[src/rtl/hd44780_queued_sender.sv]
// Buffered HD44780 write engine: queues (rs, byte) writes and drains them as 4- or
// 8-bit E-strobed bus cycles, then waits a per-command settle time after each byte.
module hd44780_queued_sender #(
  parameter int BUS_WIDTH  = 4,
  parameter int FIFO_DEPTH = 16,
  parameter int T_AS       = 1,
  parameter int T_PWEH     = 6,
  parameter int T_AH       = 1,
  parameter int T_E_PAD    = 7,
  parameter int T_CMD      = 636,
  parameter int T_CLR      = 19200,
  parameter int CNT_BITS   = 16
) (
  input  logic                        CLK_I,
  input  logic                        RST_I,
  input  logic                        STB_I,
  input  logic                        i_rs,
  input  logic [7:0]                  i_lcd_data,
  output logic                        ACK_O,
  output logic                        busy,
  output logic [$clog2(FIFO_DEPTH):0] o_level,
  output logic                        o_ovf,
  output logic                        o_rs,
  output logic                        o_e,
  output logic [BUS_WIDTH-1:0]        o_lcd_data,
  output logic [2:0]                  dbg_state
);
  localparam int AW = $clog2(FIFO_DEPTH);
  localparam int LW = AW + 1;

  typedef enum logic [2:0] {
    IDLE  = 3'd0,
    SETUP = 3'd1,
    PULSE = 3'd2,
    HOLD  = 3'd3,
    PAD   = 3'd4,
    WAIT  = 3'd5
  } state_t;

  state_t              state;
  logic [8:0]          mem [FIFO_DEPTH];
  logic [AW-1:0]       wr_ptr;
  logic [AW-1:0]       rd_ptr;
  logic                stb_q;
  logic                half;
  logic [8:0]          cur;
  logic [8:0]          head;
  logic [CNT_BITS-1:0] timer;
  logic                push_req;
  logic                push_ok;
  logic                pop_ok;
  logic                full;
  logic                more_nyb;
  logic                is_clr;

  // Valid/ready: a push is offered on the 0->1 edge of STB_I and is ready only when
  // the pre-edge level is below FIFO_DEPTH; ACK_O reports acceptance one cycle later.
  assign head      = mem[rd_ptr];
  assign push_req  = STB_I && !stb_q;
  assign full      = (o_level == LW'(FIFO_DEPTH));
  assign push_ok   = push_req && !full;
  assign pop_ok    = (state == IDLE) && (o_level != '0);
  assign more_nyb  = (BUS_WIDTH == 4) && !half;
  assign is_clr    = !cur[8] && (cur[7:1] == 7'd0) && (cur[7:0] != 8'd0);
  assign busy      = (o_level != '0) || (state != IDLE);
  assign dbg_state = state;

  always_ff @(posedge CLK_I) begin
    if (push_ok) mem[wr_ptr] <= {i_rs, i_lcd_data};
  end

  always_ff @(posedge CLK_I or negedge RST_I) begin
    if (!RST_I) begin
      state      <= IDLE;
      wr_ptr     <= '0;
      rd_ptr     <= '0;
      o_level    <= '0;
      stb_q      <= 1'b0;
      half       <= 1'b0;
      cur        <= '0;
      timer      <= '0;
      ACK_O      <= 1'b0;
      o_ovf      <= 1'b0;
      o_rs       <= 1'b0;
      o_e        <= 1'b0;
      o_lcd_data <= '0;
    end else begin
      stb_q <= STB_I;
      ACK_O <= push_ok;
      if (push_req && full) o_ovf <= 1'b1;
      if (push_ok) wr_ptr <= wr_ptr + AW'(1);
      if (pop_ok)  rd_ptr <= rd_ptr + AW'(1);
      case ({push_ok, pop_ok})
        2'b10:   o_level <= o_level + LW'(1);
        2'b01:   o_level <= o_level - LW'(1);
        default: ;
      endcase

      case (state)
        IDLE: begin
          if (pop_ok) begin
            cur        <= head;
            half       <= 1'b0;
            o_rs       <= head[8];
            o_lcd_data <= head[7 -: BUS_WIDTH];
            timer      <= CNT_BITS'(T_AS - 1);
            state      <= SETUP;
          end
        end
        SETUP: begin
          if (timer != '0) timer <= timer - CNT_BITS'(1);
          else begin
            o_e   <= 1'b1;
            timer <= CNT_BITS'(T_PWEH - 1);
            state <= PULSE;
          end
        end
        PULSE: begin
          if (timer != '0) timer <= timer - CNT_BITS'(1);
          else begin
            o_e   <= 1'b0;
            timer <= CNT_BITS'(T_AH - 1);
            state <= HOLD;
          end
        end
        HOLD, PAD: begin
          // With T_E_PAD == 0 the nybble ends straight out of HOLD.
          if (timer != '0) timer <= timer - CNT_BITS'(1);
          else if (state == HOLD && T_E_PAD > 0) begin
            timer <= CNT_BITS'(T_E_PAD - 1);
            state <= PAD;
          end else if (more_nyb) begin
            half       <= 1'b1;
            o_lcd_data <= cur[BUS_WIDTH-1:0];
            timer      <= CNT_BITS'(T_AS - 1);
            state      <= SETUP;
          end else begin
            timer <= is_clr ? CNT_BITS'(T_CLR - 1) : CNT_BITS'(T_CMD - 1);
            state <= WAIT;
          end
        end
        WAIT: begin
          if (timer != '0) timer <= timer - CNT_BITS'(1);
          else state <= IDLE;
        end
        default: state <= IDLE;
      endcase
    end
  end
endmodule

[config.mk]
export PLATFORM = sky130hd
export DESIGN_NAME = hd44780_queued_sender
export DESIGN_NICKNAME = d
export VERILOG_FILES = /design/src/rtl/hd44780_queued_sender.sv
export SDC_FILE = /design/constraint.sdc
export NUM_CORES = 1
export LEC_CHECK = 0
export CAP_MARGIN = 20
export CORE_ASPECT_RATIO = 0.5
export CORE_MARGIN = 3
export CORE_UTILIZATION = 60
export DETAILED_ROUTE_END_ITERATION = 8
export DONT_BUFFER_PORTS = 1
export GPL_ROUTABILITY_DRIVEN = 0
export PLACE_DENSITY = 0.76
export SYNTH_ARGS = -nofsm -noshare
export SYNTH_HDL_FRONTEND = slang
export SYNTH_SLANG_ARGS = --single-unit
[constraint.sdc]
create_clock -name CLK_I -period 6 [get_ports CLK_I]
set_clock_uncertainty 0.2 [all_clocks]
set_input_delay 1.2 -clock CLK_I [delete_from_list [all_inputs] [get_ports CLK_I]]
set_output_delay 1.2 -clock CLK_I [all_outputs]
set_load 0.02 [all_outputs]
==> impl_metrics.toml, run 1 <==
[yosys]
ys_seq_area_share_pct = 66.00
synth_area_per_cell_um2 = 15.14
yosys_warnings = 0
synthFlopType = "edfxtp_1"
syn_area_mm2 = 0.008448
synth_edf_count = 144
syn_inst = 558
ys_seq_elements = 194
yosysUniqueCellTypes = 56
synthArstFlopShare_pct = 25.77
syn-num-nets = 581

[setup_path]
cp_num_buf_inv = 0
critPathTopFamily = "simple AND/OR/NAND/NOR gates"
cpMaxStageDelayCell = "dfrtp_1"
cp.required_ns = 4.60
cp.arrival_ns = 2.22
start_kind = "flop"
critical_path_class = "flop to output port"
crit_chain = "nor3_1, nand3_1"
timing.critical_path.to_type = "output port"
cpPeakStageDelay_ns = 0.64
worstPathMaxFanout = 18

[floorplanning]
start_util_pct = 63.96
io_pins = 29
rows = 29
dieArea_mm2 = 0.01563
core_mm2 = 0.01321
die_h_um = 89.91
die_w_um = 173.8

[timing]
worst_slew_pin_slew_ns = 0.8470
fin_crit_sh_pct = 60.27
setup_ws_ns = 2.384
slew_violations = 0
hold_slack_ns = 0.2516
period_needed_ns = 3.616
final-hold-violation-count = 0
rsz0062_at_grt = "false"
setup_tns_ns = 0
setup_viol = 0
relSlewSlack_pct = 43.53
fmax_mhz = 276.5

[clock_tree]
cts-root-buf = "clkbuf_16"
clockBufferDepth = 2
ctsResizeCount = 0
cts_inserted_buffers = 17
cts_sinks = 194
cts_tree = "yes"
h-tree-depth = 4
clk_latency_ns = 0.44
path_clk_slew_ns = 0.08
cts_setup_buffers = 0
hold_buffers = 0

[global_routing]
overflow = 0
grtUsageTotal_pct = 24.63
grt_pass1_vias = 4827
antenna_found_initial = 1
grt_max_degree = 51
grt_pass1_wl_mm = 28.99

[outcome]
status = "finished, final reports clean"

[power]
net-switching-power_uw = 797.0
power.leakage_uw = 0.003254
p_int_uw = 2172
max-vdd-ir-drop_mv = 0.1865
comb_power_share_pct = 6.6
pwr-share-seq_pct = 54.2
swShare_pct = 26.85
power.share.clock_pct = 39.2
p_per_area_mw_per_mm2 = 322.3

[drt]
via_per_inst = 6.621
dr_total_vias = 4979
wl_per_cell_um = 24.41
drc_errors = 0
detail-route-antenna-nets = 0
totalWireLength_mm = 18.36
drt_first_iter_violations = 618
drtPass1Iterations = 5

[placement]
io_buffers = 0
dp_hpwl_mm = 11.61
dp_slack_ns = 2.149

[worst_hold_path]
hold_path.class = "primary input to async pin"

[run]
maxCapViolCount = 0

[cells_and_area]
drive_gt1_share_pct = 15.22
area_growth_pct = 9.020
final_nets = 575
-- cell usage after synthesis (2+ instances only) --
| cell type | number | area (µm²) |
|---|---|---|
| and4_2 | 2 | 20.02 |
| nor4_1 | 7 | 43.79 |
| o211ai_1 | 5 | 37.54 |
| dfrtp_1 | 50 | 1251 |
| nor4_4 | 2 | 42.54 |
| nand3b_1 | 3 | 22.52 |
| nor3_1 | 19 | 95.09 |
| ha_1 | 10 | 125.1 |
| a31oi_1 | 2 | 12.51 |
| nand4_1 | 5 | 31.28 |
| nand2_1 | 38 | 142.6 |
| o21ai_0 | 15 | 75.07 |
| nor2_1 | 27 | 101.4 |
| or4_1 | 4 | 30.03 |
| inv_1 | 15 | 56.30 |
| mux4_2 | 36 | 810.8 |
| mux2i_1 | 11 | 110.1 |
| buf_2 | 8 | 40.04 |
| a21oi_1 | 16 | 80.08 |
| clkbuf_1 | 17 | 63.81 |
| and2_1 | 14 | 87.58 |
| o31ai_1 | 8 | 60.06 |
| or2_2 | 5 | 31.28 |
| nand2b_1 | 3 | 18.77 |
| and4_1 | 4 | 35.03 |
| edfxtp_1 | 144 | 4324 |
| a22oi_1 | 10 | 75.07 |
| a32o_1 | 2 | 20.02 |
| a21o_1 | 8 | 60.06 |
| xnor2_1 | 9 | 78.83 |
| nand3_1 | 6 | 30.03 |
| or3_1 | 6 | 37.54 |
| xor2_1 | 4 | 35.03 |
| nor2b_1 | 3 | 18.77 |
| a211oi_1 | 4 | 30.03 |
| and3_1 | 3 | 18.77 |
| o21a_1 | 2 | 15.01 |
| a211o_1 | 13 | 113.9 |
-- through the flow --
step	instances	util (%)	instance area, µm²	power (µW)
3_5_place_dp	719	65.00	8584	1826
6_report	752	69.73	9210	2969
4_1_cts	751	69.71	9208	2983
5_1_grt	752	69.73	9210	3065
3_3_place_gp	719	65.00	8584	1814
2_1_floorplan	558	-	8448	1747
-- area by class of cell --
cell class | instances | area, µm²
Antenna cell | 1 | 2.502
Clock buffer | 17 | 425.4
Clock inverter | 15 | 197.7
Fill cell | 872 | 3998
Inverter | 15 | 56.30
Multi-Input combinational cell | 321 | 2696
Sequential cell | 194 | 5577
Tap cell | 186 | 232.7
Timing Repair Buffer | 3 | 22.52
-- path summary, 6_finish.rpt --
path                              startpoint         end  slack [ns]  cells after the start
worst min register to register        cur[4]      cur[4]        0.28                      1
worst max-delay path            dbg_state[2]        busy        2.38                      2
worst max register to register  dbg_state[2]  o_level[4]        2.43                     12
min in group CLK_I                    cur[4]      cur[4]        0.28                      1
worst min-delay path                   RST_I    timer[4]        0.25                      0
max in group asynchronous              RST_I   rd_ptr[0]        5.24                      0
-- cells in the final DEF, fill, tap and decap left out, types with 10 or more instances in the layout --
| cell | instances |
|---|---|
| a211o_1 | 13 |
| a21oi_1 | 16 |
| a22oi_1 | 10 |
| and2_1 | 14 |
| clkbuf_16 | 17 |
| dfrtp_1 | 49 |
| edfxtp_1 | 144 |
| ha_1 | 10 |
| inv_1 | 15 |
| mux2i_1 | 11 |
| mux4_2 | 36 |
| nand2_1 | 38 |
| nor2_1 | 27 |
| nor3_1 | 19 |
| o21ai_0 | 15 |
-- registers in the layout (all words and copies together), names as in the netlist --
name / cells
o_rs: 1
timer: 16
o_level: 5
half: 1
o_lcd_data: 4
wr_ptr: 4
mem: 144
rd_ptr: 4
o_ovf: 1
ACK_O: 1
cur: 8
dbg_state: 3
stb_q: 1
o_e: 1
-- per-layer routing --
metal	global-route usage (%)	wire length (µm)
met5	0	0
met4	7.219	293
met3	5.766	1515
met2	36.27	8454
met1	37.20	8092
-- power by group through the flow --
stage | Combinational, µW | Clock (µW) | Sequential [µW]
final | 196 | 1160 | 1610
after floorplan | 139 | 0 | 1610
after global placement | 182 | 0 | 1630
after global routing | 216 | 1230 | 1620
after detailed placement | 191 | 0 | 1630
after CTS | 194 | 1180 | 1610
-- cells by family (layout without fill, tap and decap cells) --
group / after synthesis / after routing / synth area share, %
fa+ha+maj: 11 / 11 / 1.718
mux: 47 / 47 / 10.90
compound gates: 93 / 93 / 7.701
other cells: 0 / 1 / 0
xor+xnor: 13 / 13 / 1.348
buf+inv: 43 / 50 / 2.088
simple gates: 157 / 157 / 10.25
flops: 194 / 194 / 66.00
No activity file was read; power rests on OpenSTA's default activity.
==> run 2, diff against run 1 <==
Clock period 6 ns to 3.6 ns, I/O delays scaled along.
==> run 2 against run 1 <==
Effect of this change:
- flip-flop and latch count stayed put
- global-route usage fell by 1.7 points
- sequential power is 66% higher
- die area unchanged
- routed wire length down 6.2%
- count of clock-buffer cells in the layout did not move
- combinational power grew 65%
- largest power group unchanged
==> impl_metrics.toml, run 2 (synthesis results as in run 1) <==
[drt]
drt_first_iter_violations = 520
dr_total_vias = 4871
drtPass1Iterations = 5
totalWireLength_mm = 17.21
via_per_inst = 6.392
drc_errors = 0
wl_per_cell_um = 22.59
detail-route-antenna-nets = 0

[setup_path]
worstPathMaxFanout = 6
timing.critical_path.to_type = "flop"
critical_path_class = "flop to flop"
start_kind = "flop"
cp.arrival_ns = 3.23
cp.required_ns = 3.75

[placement]
io_buffers = 0
dp_hpwl_mm = 10.72

[cells_and_area]
top_regs = "mem x144, timer x16, cur x8"
final_cell_mix = "edfxtp_1 (144), dfrtp_1 (49), nand2_1 (38)"
drive_gt1_share_pct = 16.49
layout_commonest_cell = "edfxtp_1"
n_fill_cell = 865
largest-register = "mem"
fin_util_pct = 70.48
area_growth_pct = 10.19
largest_reg_flops = 144
final_nets = 586
antenna_cells = 0

[floorplanning]
die_w_um = 173.8
start_util_pct = 63.96
die_h_um = 89.91
io_pins = 29
core_mm2 = 0.01321
dieArea_mm2 = 0.01563
rows = 29

[run]
maxCapViolCount = 0

[power]
swShare_pct = 25.82
net-switching-power_uw = 1255
pwr-share-seq_pct = 54.9
p_int_uw = 3608
finalPower_uw = 4863
comb_power_share_pct = 6.6
p_per_area_mw_per_mm2 = 522.4
max-vdd-ir-drop_mv = 0.3877
power.leakage_uw = 0.003317
power.share.clock_pct = 38.4

[clock_tree]
cts_sinks = 194
h-tree-depth = 4
clockBufferDepth = 2
cts_setup_buffers = 0
path_clk_slew_ns = 0.07
cts_tree = "yes"
cts-root-buf = "clkbuf_16"
cts_inserted_buffers = 17
clk_latency_ns = 0.43

[timing]
period_needed_ns = 3.081
slew_violations = 0
fmax_mhz = 324.6
setup_viol = 0
worst_slew_pin_slew_ns = 0.7176
relSlewSlack_pct = 52.16
final-hold-violation-count = 0
fin_crit_sh_pct = 85.57
rsz0062_at_grt = "false"
setup_tns_ns = 0

[global_routing]
grtUsageTotal_pct = 22.90
grt_max_degree = 51
antenna_found_initial = 0
grt_pass1_wl_mm = 27.17
grt_pass1_vias = 4899
overflow = 0

[outcome]
status = "finished, final reports clean"

[worst_hold_path]
hold_path.class = "primary input to flop"
-- run 2: cell count changes in the layout (fill, tap and decap cells not counted), sizes merged --
cell,previous run,this run
buf,3,13
diode,1,0
clkinvlp,1,0
dlygate4sd3,0,1
clkinv,7,8
-- run 2: final cells by class --
class | instances | area, µm² | area share (%)
sequential | 194 | 5577 | 59.91
clock inverter | 15 | 181.4 | 1.949
timing repair buffer | 14 | 140.1 | 1.505
tap | 186 | 232.7 | 2.500
inverter | 15 | 56.30 | 0.6048
multi-input combinational | 321 | 2696 | 28.97
clock buffer | 17 | 425.4 | 4.570
-- run 2: power by group through the flow --
stage	sequential, µW	combinational (µW)	clock, µW
after floorplan	2680	232	0
after global placement	2710	289	0
after detailed placement	2720	304	0
after CTS	2670	322	1900
after global routing	2690	356	2000
final	2670	323	1870
-- run 2: path summary, 6_finish.rpt --
kind	slack, ns	to	start	depth (start not counted)
min reg2reg	0.29	cur[7]	cur[7]	1
min	0.12	stb_q	STB_I	0
max	0.52	o_level[4]	o_level[1]	10
max reg2reg	0.52	o_level[4]	o_level[1]	10
min in group asynchronous	0.61	timer[4]	RST_I	2
max in group asynchronous	2.35	timer[0]	RST_I	2
-- run 2: repair_timing --
item                      in CTS  in global routing
hold buffers                   2                  0
resized for setup              0                  0
hold endpoints to repair      50                  0
-- run 2: metrics by stage --
| stage | worst slack, ns | std cells | hold slack [ns] | area [µm²] |
|---|---|---|---|---|
| 6_report | 0.5194 | 762 | 0.1220 | 9309 |
| 3_3_place_gp | 0.6335 | 728 | 0.2257 | 8665 |
| 2_1_floorplan | 0.6613 | 558 | 0.2244 | 8448 |
| 5_1_grt | 0.2993 | 762 | 0.09667 | 9309 |
| 3_5_place_dp | 0.5420 | 728 | 0.2255 | 8665 |
| 4_1_cts | 0.5268 | 762 | 0.1051 | 9309 |
-- run 2: metal layers --
metal,vias up,GRT usage [%],share of wire (%)
met4,0,6.417,1.7
met2,177,35.69,47
met5,-,0,0
li1,2201,-,-
met1,2462,31.88,44
met3,31,6.902,7.5
-- run 2: critical path, stage by stage (launching register included) --
cell and delay [ns]:
dfrtp_1 0.50, or4_1 0.60, o21ai_1 0.20, inv_1 0.13, ha_1 0.26, ha_1 0.33, nor2b_1 0.14, o21ai_0 0.19
a21oi_1 0.10, nor3_1 0.21, xnor2_1 0.14
